`src/rtl/bit_deframer_pkg.sv`:
```
// ---------------------------------------------------------------------------
// bit_deframer_pkg
// Shared definitions for the serial bit deframer: the FSM state encoding and
// the default frame geometry (sync word, sync width, payload width).
// No ports; imported by bit_deframer and sync_detect.
// ---------------------------------------------------------------------------
package bit_deframer_pkg;

  // Receiver state: hunting for sync, collecting payload, checking parity
  typedef enum logic [1:0] {
    HUNT   = 2'd0,
    DATA   = 2'd1,
    PARITY = 2'd2
  } state_t;

  localparam int                    DEF_SYNC_W = 4;
  localparam logic [DEF_SYNC_W-1:0] DEF_SYNC   = 4'b1011;
  localparam int                    DEF_DATA_W = 8;

endpackage

```
`src/rtl/bit_deframer_sync_detect.sv`:
```
// ---------------------------------------------------------------------------
// sync_detect
// Sliding-window sync word matcher used while the deframer hunts for the
// start of a frame. Keeps the recent bit history and a saturating count of
// bits seen since the last clear, and flags a match combinationally on the
// edge that samples the final sync bit.
//
// Ports:
//   clock   in  rising-edge clock
//   reset   in  asynchronous active-high reset
//   enable  in  high while hunting; history and count only advance then
//   clear   in  synchronous clear of history and count (end of a frame)
//   sig_in  in  serial input bit
//   match   out combinational: current window equals SYNC and enough real
//               bits have been seen to fill the window
// ---------------------------------------------------------------------------
module sync_detect
  import bit_deframer_pkg::*;
#(
  parameter int                SYNC_W = DEF_SYNC_W,
  parameter logic [SYNC_W-1:0] SYNC   = DEF_SYNC
) (
  input  logic clock,
  input  logic reset,
  input  logic enable,
  input  logic clear,
  input  logic sig_in,
  output logic match
);

  localparam int               CNT_W   = (SYNC_W > 2) ? $clog2(SYNC_W) : 1;
  localparam logic [CNT_W-1:0] CNT_MAX = CNT_W'(SYNC_W - 1);

  // The comparison window is the stored history plus the bit arriving on
  // this edge, so only SYNC_W-1 older bits ever need to be remembered; the
  // oldest bit of the window would otherwise be stored and never read.
  logic [SYNC_W-2:0] hunt_sr;
  logic [CNT_W-1:0]  hunt_cnt;
  logic [SYNC_W-1:0] window;

  assign window = {hunt_sr, sig_in};

  // The count saturates once SYNC_W-1 bits are in the history, which is the
  // point where the window first holds SYNC_W genuine bits. Until then the
  // zero-filled history cannot produce a match, even for an all-zero SYNC.
  always_ff @(posedge clock or posedge reset) begin
    if (reset) begin
      hunt_sr  <= '0;
      hunt_cnt <= '0;
    end else if (clear) begin
      hunt_sr  <= '0;
      hunt_cnt <= '0;
    end else if (enable) begin
      hunt_sr <= window[SYNC_W-2:0];
      if (hunt_cnt != CNT_MAX) begin
        hunt_cnt <= hunt_cnt + 1'b1;
      end
    end
  end

  assign match = enable && (hunt_cnt >= CNT_MAX) && (window == SYNC);

endmodule

```
`src/rtl/bit_deframer.sv`:
```
// ---------------------------------------------------------------------------
// bit_deframer
// Recovers fixed-length frames from a filtered serial bit stream. A frame is
// the sync word (MSB first), DATA_W payload bits (LSB first) and one even
// parity bit. Good frames update data_out with a one-cycle data_valid pulse;
// bad parity gives a one-cycle parity_err pulse and leaves data_out alone.
//
// Ports:
//   clock       in  rising-edge clock
//   reset       in  asynchronous active-high reset
//   sig_in      in  serial stream, one bit per rising edge
//   data_out    out last payload that passed the parity check
//   data_valid  out one-cycle pulse when data_out is updated
//   parity_err  out one-cycle pulse when a frame fails parity
//   busy        out high while a frame is being received
// ---------------------------------------------------------------------------
module bit_deframer
  import bit_deframer_pkg::*;
#(
  parameter int                SYNC_W = DEF_SYNC_W,
  parameter logic [SYNC_W-1:0] SYNC   = DEF_SYNC,
  parameter int                DATA_W = DEF_DATA_W
) (
  input  logic              clock,
  input  logic              reset,
  input  logic              sig_in,
  output logic [DATA_W-1:0] data_out,
  output logic              data_valid,
  output logic              parity_err,
  output logic              busy
);

  localparam int               BIT_W    = (DATA_W > 2) ? $clog2(DATA_W) : 1;
  localparam logic [BIT_W-1:0] BIT_LAST = BIT_W'(DATA_W - 1);

  state_t            state;
  state_t            state_next;
  logic [BIT_W-1:0]  bit_cnt;
  logic [DATA_W-1:0] payload;
  logic              hunting;
  logic              sync_match;
  logic              hunt_clear;
  logic              parity_ok;
  logic              valid_next;
  logic              err_next;

  assign hunting = (state == HUNT);
  assign busy    = !hunting;

  sync_detect #(
    .SYNC_W (SYNC_W),
    .SYNC   (SYNC)
  ) u_sync_detect (
    .clock  (clock),
    .reset  (reset),
    .enable (hunting),
    .clear  (hunt_clear),
    .sig_in (sig_in),
    .match  (sync_match)
  );

  // Even parity over payload plus the parity bit arriving on this edge
  assign parity_ok = ~(^{payload, sig_in});

  always_ff @(posedge clock or posedge reset) begin
    if (reset) begin
      state <= HUNT;
    end else begin
      state <= state_next;
    end
  end

  // Leaving PARITY also wipes the sync history, so the tail of a completed
  // frame can never combine with new bits into a false sync match.
  always_comb begin
    state_next = state;
    valid_next = 1'b0;
    err_next   = 1'b0;
    hunt_clear = 1'b0;
    case (state)
      HUNT: begin
        if (sync_match) begin
          state_next = DATA;
        end
      end
      DATA: begin
        if (bit_cnt == BIT_LAST) begin
          state_next = PARITY;
        end
      end
      PARITY: begin
        state_next = HUNT;
        hunt_clear = 1'b1;
        if (parity_ok) begin
          valid_next = 1'b1;
        end else begin
          err_next = 1'b1;
        end
      end
      default: begin
        state_next = HUNT;
      end
    endcase
  end

  // The bit counter is held at zero throughout HUNT, so it is already zero
  // on the first payload edge after a sync match.
  always_ff @(posedge clock or posedge reset) begin
    if (reset) begin
      bit_cnt    <= '0;
      payload    <= '0;
      data_out   <= '0;
      data_valid <= 1'b0;
      parity_err <= 1'b0;
    end else begin
      data_valid <= valid_next;
      parity_err <= err_next;
      if (valid_next) begin
        data_out <= payload;
      end
      if (state == DATA) begin
        payload[bit_cnt] <= sig_in;
        bit_cnt          <= bit_cnt + 1'b1;
      end else begin
        bit_cnt <= '0;
      end
    end
  end

endmodule
```
`config.mk`:
```
export PLATFORM = sky130hd
export DESIGN_NAME = bit_deframer
export DESIGN_NICKNAME = d
export VERILOG_FILES = /design/src/rtl/bit_deframer_pkg.sv /design/src/rtl/bit_deframer_sync_detect.sv /design/src/rtl/bit_deframer.sv
export SDC_FILE = /design/constraint.sdc
export NUM_CORES = 1
export LEC_CHECK = 0
export ABC_AREA = 1
export BUFFER_PORTS_ARGS = -buffer_cell sky130_fd_sc_hd__buf_2
export CELL_PAD_IN_SITES_DETAIL_PLACEMENT = 0
export CELL_PAD_IN_SITES_GLOBAL_PLACEMENT = 2
export CORE_MARGIN = 3
export CORE_UTILIZATION = 31
export CTS_CLUSTER_DIAMETER = 60
export DETAILED_ROUTE_END_ITERATION = 10
export PLACE_DENSITY_LB_ADDON = 0.12
export SETUP_SLACK_MARGIN = 0.4
export SLEW_MARGIN = 40
export SYNTH_ARGS = -nofsm -noshare
export SYNTH_HDL_FRONTEND = slang
export SYNTH_SLANG_ARGS = --single-unit
```
`constraint.sdc`:
```
create_clock -name clock -period 1.4 [get_ports clock]
set_clock_uncertainty 0.2 [all_clocks]
set_input_delay 0.14 -clock clock [delete_from_list [all_inputs] [get_ports clock]]
set_output_delay 0.14 -clock clock [all_outputs]
set_load 0.05 [all_outputs]
```
# --- Word level (Yosys, flattened, before mapping) ---
# Index checks and enable logic that the tools add are counted.
word_totals:
  latch_bits: 0
  mem_count: 0
  mem_bits_ro: 0
  ramBits: 0
  ff_bits: 28
classes:
  eq_ne: 7
  addsub: 2
  bitwise: 0
  n_mux: 17
  order_cmp: 3
  n_shift: 0
  n_div: 0
  n_reduce_logical: 10
  n_mul: 0
op_table:
  columns: ["operator", "n"]
  rows:
  - ["2-bit two-way mux", 5]
  - ["3-bit two-way mux", 3]
  - ["9-bit parity", 1]
  - ["8-bit bitwise mux", 1]
  - ["1-bit two-way mux", 6]
  - ["4-bit == test (second input constant)", 1]
  - ["3-bit by 4-bit less-than comparator with 1-bit output (second input constant)", 1]
  - ["2-bit inequality test (second input constant)", 2]
  - ["2-bit one-hot mux with 2 select lines", 1]
  - ["2-bit AND reduction", 2]
  - ["2-bit nonzero test", 2]
  - ["3-bit by 1-bit adder with 3-bit output (second input constant)", 1]
  - ["1-bit demux with 3-bit select", 1]
  - ["3-bit == test (second input constant)", 1]
  - ["3-bit by 1-bit greater-or-equal comparator with 1-bit output (second input constant)", 1]
  - ["1-bit logical AND", 3]
  - ["2-bit by 1-bit adder with 2-bit output (second input constant)", 1]
  - ["2-bit by 1-bit == test with 1-bit output (second input constant)", 1]
  - ["2-bit == test (second input constant)", 1]
  - ["2-bit greater-or-equal comparator (second input constant)", 1]
  - ["2-bit zero test", 1]
  - ["2-bit by 1-bit inequality test with 1-bit output (second input constant)", 1]
  - ["1-bit zero test", 1]

# --- Logic depth before layout (Yosys ltp) ---
depth:
  ltp_word: 5
  ltp_mapped: 10

# --- Hierarchy ---
# From an unflattened synthesis, not the netlist that was laid out.
hier_totals:
  hier_cells: 186
  area_unflattened_um2: 1483.9
by_module_without_submodules:
  columns: ["module", "instances", "area_each_um2", "cells_each"]
  rows:
  - ["bit_deframer", 1, 1226.2, 153]
  - ["sync_detect", 1, 257.7, 33]

# --- Worst setup path before layout ---
# No wires, ideal clock.
synth_timing:
  kind: "register to register"
  from: "register state[0]"
  to: "register state[0]"
  setup_time_ns: 0.101
  path_stages_with_launch: 5
  path_slack_ns: -0.116
  n_path_buf: 1
  arrival_ns: 1.215
  path_cell_list: "dfrtp_1 > buf_4 > nor2_1 > inv_1 > o32ai_1"
synth_between:
  elab_chain_cells: 5
synth_lines:
  columns: ["item", "line_no", "text"]
  rows:
  - ["start, declared", "bit_deframer.sv:36", "state_t state;"]
  - ["start signal, assigned", "bit_deframer.sv:69", "state <= state_next;"]
  - ["2-bit zero test", "bit_deframer.sv:47, bit_deframer.sv:80", null]
  - ["1-bit logical AND (2 in series)", "bit_deframer_sync_detect.sv:61", "assign match = enable && (hunt_cnt >= CNT_MAX) && (window == SYNC);"]
  - ["2-bit by 1-bit inequality test with 1-bit output (no line)", null, null]
  - ["2-bit AND reduction (no line)", null, null]
# Several ways; a longest one is shown, not always the timed one.
# A chain may end at the register's enable or synchronous reset.

# --- Worst setup path after layout ---
layout_timing:
  from: "register payload[0]"
  to: "register data_out[6]"
layout_between:
  elab_chain_cells: 3
layout_lines:
  columns: ["item", "line_no", "text"]
  rows:
  - ["start, declared", "bit_deframer.sv:39", "logic [DATA_W-1:0] payload;"]
  - ["start signal, assigned by index", "bit_deframer.sv:122", "payload[bit_cnt] <= sig_in;"]
  - ["9-bit parity", "bit_deframer.sv:63", "assign parity_ok = ~(^{payload, sig_in});"]
  - ["1-bit two-way mux", "bit_deframer.sv:94", "if (parity_ok) begin"]
  - ["1-bit two-way mux", "bit_deframer.sv:80", "case (state)"]
  - ["end signal, assigned", "bit_deframer.sv:119", "data_out <= payload;"]
  - ["end, declared", "bit_deframer.sv:27", "output logic [DATA_W-1:0] data_out,"]
# Every way passes these cells.

==> summary.txt <==
Power and ir drop
  – PwrDens: approximately 2200 nW/um^2
  – Sw Share: between 40 and 50%
  – Peak supply drop: about 0.98 mV
  – Net Switching: between 2 and 2.5 mW
  – Combinational power share: 62.1%
  – Leakage: between 1 and 1.5 nW
  – Register share of total power: between 20% and 30%
  – Clk network pwr share: a little over a tenth
  – P_int: 2.75 mW

Synth
  – Synth area leader: dfrtp_1
  – Number of synthesized register bits: 28
  – Post-synthesis average cell area: a little under 9 sq um
  – EDFF count, synth: 0
  – Mapped Nets: roughly 160
  – Adder-cell share of the synthesized area: approximately 2.7%
  – Mapped cell area: roughly 1400 sq um
  – Seq/Total Area, Yosys: a little over 50%
  – Syn. warnings: 0
  – Synth async-reset ratio: 100%
  – Largest family of logic cells by synthesized area: simple AND/OR/NAND/NOR gates
  – Ranking of synthesized cells by area: dfrtp_1 (51%), nand2_1 (11%), inv_1 (5.5%), nand3_1 (5.1%), nand3_2 (3.6%)
  – XOR/XNOR Fraction of Synth Area: 1.28%
  – Top-area cell type share of the netlist area: about half
  – Mux share of post-synthesis cell area: 0%
  – Simple-gate share of the synthesized area: 31.4%
  – Compound-gate portion of the synthesized area: roughly 7%
  – Gate Count Post-Synth: around 160
  – Commonest cells post-synth: nand2_1 (40), dfrtp_1 (28), inv_1 (20), nand3_1 (14), nor2_1 (9)
  – Cell variety after synth: 24
  – Primary FF master, synth: dfrtp_1
  – Most frequent cell after synthesis: nand2_1

Setup path
  – Capture point of the worst reg-to-reg path: data_out[6]
  – Crit path kind: flip-flop to flip-flop
  – Critical path data arrival time: roughly 1.5 ns
  – Worst R2R Path Depth: 10
  – CP startpoint kind: flip-flop
  – CP endpoint kind: flip-flop
  – CP required: around 1.4 ns
  – Crit-path max FO: 4
  – R2R setup slack: -0.12 ns
  – Worst R2R Start: payload[0]

Global routing
  – Largest net degree at the start of global routing: 29
  – Antenna violations before repair: 0
  – First-pass GRT wire length: 5320 um
  – Total track usage: between 10% and 20%
  – Grt ovf: 0
  – Vias in the first global route: between 1,000 and 1,500

Drt
  – Wire length per cell: 12.2 um
  – Antenna Nets Post-Route: 0
  – Vias: about 1,200
  – DR iter-0 viols: slightly below 90
  – Vias per cell: between 4 and 5
  – 1st-pass router iterations: 6
  – DRC violations left: 0
  – Total Wirelength: 3270 um

Layout
  – Layout area overhead: 61.3%
  – Ant diodes: 0
  – Nets@finish: 225
  – Layout Cells excl Fill: 268
  – Layout cells sized above 1: roughly 56%

Placement
  – IO Port Bufs: 13
  – Dpl cells: 236
  – RD Place Congestion: ~0.73
  – Post-detail-place hpwl: between 2000 and 2500 um

Run
  – Max-cap violations: 0

Timing
  – Fmax: roughly 0.66 GHz
  – Final worst path period share: 108%
  – Worst relative slew slack: between 80% and 90%
  – Final slew viol count: 0
  – Fin Hold WS: -0.0516 ns
  – RSZ-0062 raised after global routing: yes
  – Setup TNS: -0.977 ns
  – Crit path time final: around 1.5 ns
  – Setup WS post-layout: -0.117 ns
  – Worst Tran Pin Value: roughly 0.28 ns
  – Final hold vios: 2
  – Number of setup violations in the final report: 11

CTS
  – CTS sink count: 28
  – CTS tree: done
  – Post-CTS Hold Buffers: 1
  – Reg clk slew, reported paths: 0.10 ns
  – Root buf cell: clkbuf_8
  – Skew-Pair Late Insertion Delay: between 0.2 and 0.3 ns
  – TritonCTS Buffers: 3
  – H-tree depth: 1
  – Bufs on Longest Clock Path: 2

Die
  – Die area: roughly 5300 sq um
  – Core ar.: between 4000 and 5000 sq um
  – Starting density of the core: around a third
  – Die W: ~73 um
  – Die height: 72.5 um
  – Top-Level Pins: 14
  – Rows: 23

Worst hold path
  – Min-delay src: sig_in
  – Hold Path Class: primary input to flip-flop
  – Hold Path Depth: 3
  – Hold worst-path end: payload[7]

Outcome
  – Outcome: complete, but fails checks
  – Violated checks: hold timing, setup timing
[per-layer routing]
layer | vias to the layer above | global-route usage [%] | wire [um]
li1 | 634 | - | -
met1 | 571 | 16.2 | 1460
met2 | 17 | 22.7 | 1700
met3 | 2 | 2.91 | 88
met4 | 0 | 2.46 | 22
met5 | - | 0 | 0
[cell families (layout without fill, tap and decap cells)]
| group | count (synthesis) | in the layout |
|---|---|---|
| compound gates | 18 | 18 |
| flops | 28 | 28 |
| simple gates | 83 | 84 |
| buf+inv | 22 | 83 |
| xor+xnor | 2 | 2 |
| fa+ha+maj | 3 | 3 |
[stage by stage]
step	area (sq um)	utilization [%]	hold slack [ns]	worst slack, ns	total power [mW]
2_1_floorplan	1450	-	0.00527	-0.00995	2.88
3_3_place_gp	1700	41.1	0.0247	-0.0768	3.41
3_5_place_dp	1700	41.1	0.0301	-0.110	3.48
4_1_cts	2050	49.4	-0.0511	-0.0935	4.53
5_1_grt	2210	53.4	-0.0539	-0.212	5.32
6_report	2210	53.4	-0.0516	-0.117	4.96
[critical path: stages, from the launching register on]
cell and delay (ns):
dfrtp_1 0.44, inv_2 0.09, nand2_4 0.05, nand2_2 0.07, nand2_4 0.06, nand2_2 0.08, nand2_2 0.07, nand3_2 0.12
nand3_2 0.13, nand2_1 0.08, nand2_1 0.04
[how the worst max path moves through the flow]
stage                          start     endpoint  slack (ns)  cells after the start
after floorplan           payload[6]  data_out[0]       -0.01                      6
after global placement    payload[6]  data_out[1]       -0.08                      6
after detailed placement  payload[3]  data_out[5]       -0.11                     10
after CTS                 payload[3]  data_out[5]       -0.09                     10
after global routing      payload[0]  data_out[7]       -0.21                     10
final                     payload[0]  data_out[6]       -0.12                     10
[registers in the layout (all words and copies together) (netlist names)]
register,flops
data_out,8
payload,8
bit_cnt,3
u_sync_detect.hunt_sr,3
state,2
u_sync_detect.hunt_cnt,2
data_valid,1
parity_err,1
[timing repair]
action	4_1_cts	5_1_grt
pin swaps	7	12
resized for setup	38	34
hold endpoints to repair	30	2
setup buffers	20	6
cloned	0	1
endpoints found under the setup margin	39	67
[cell usage in the layout, fill, tap and decap left out, types with 4 or more instances in the layout]
master	count
nand2_2	6
inv_2	10
dfrtp_2	4
nand3_1	9
buf_4	31
dfrtp_1	24
a21oi_2	4
nand2_1	38
o21ai_1	6
buf_6	23
nand3_2	9
inv_1	10
nand2_4	4
clkbuf_8	4
nor2_2	4
nor2_4	5
[power by group through the flow]
| stage | registers, mW | clock network [mW] | logic, mW |
|---|---|---|---|
| after CTS | 1.34 | 0.538 | 2.66 |
| final | 1.36 | 0.520 | 3.08 |
| after global routing | 1.39 | 0.568 | 3.36 |
| after global placement | 1.36 | 0 | 2.05 |
| after floorplan | 1.42 | 0 | 1.46 |
| after detailed placement | 1.37 | 0 | 2.11 |
[layout make-up]
type | instances | area, sq um
fillers | 394 | 1930
multi-input cells | 107 | 779
flip-flops and latches | 28 | 706
repair buffers | 58 | 527
inverters | 21 | 83.8
well taps | 50 | 62.6
clock buffers | 4 | 55.1
No activity file was read; power rests on OpenSTA's default activity.
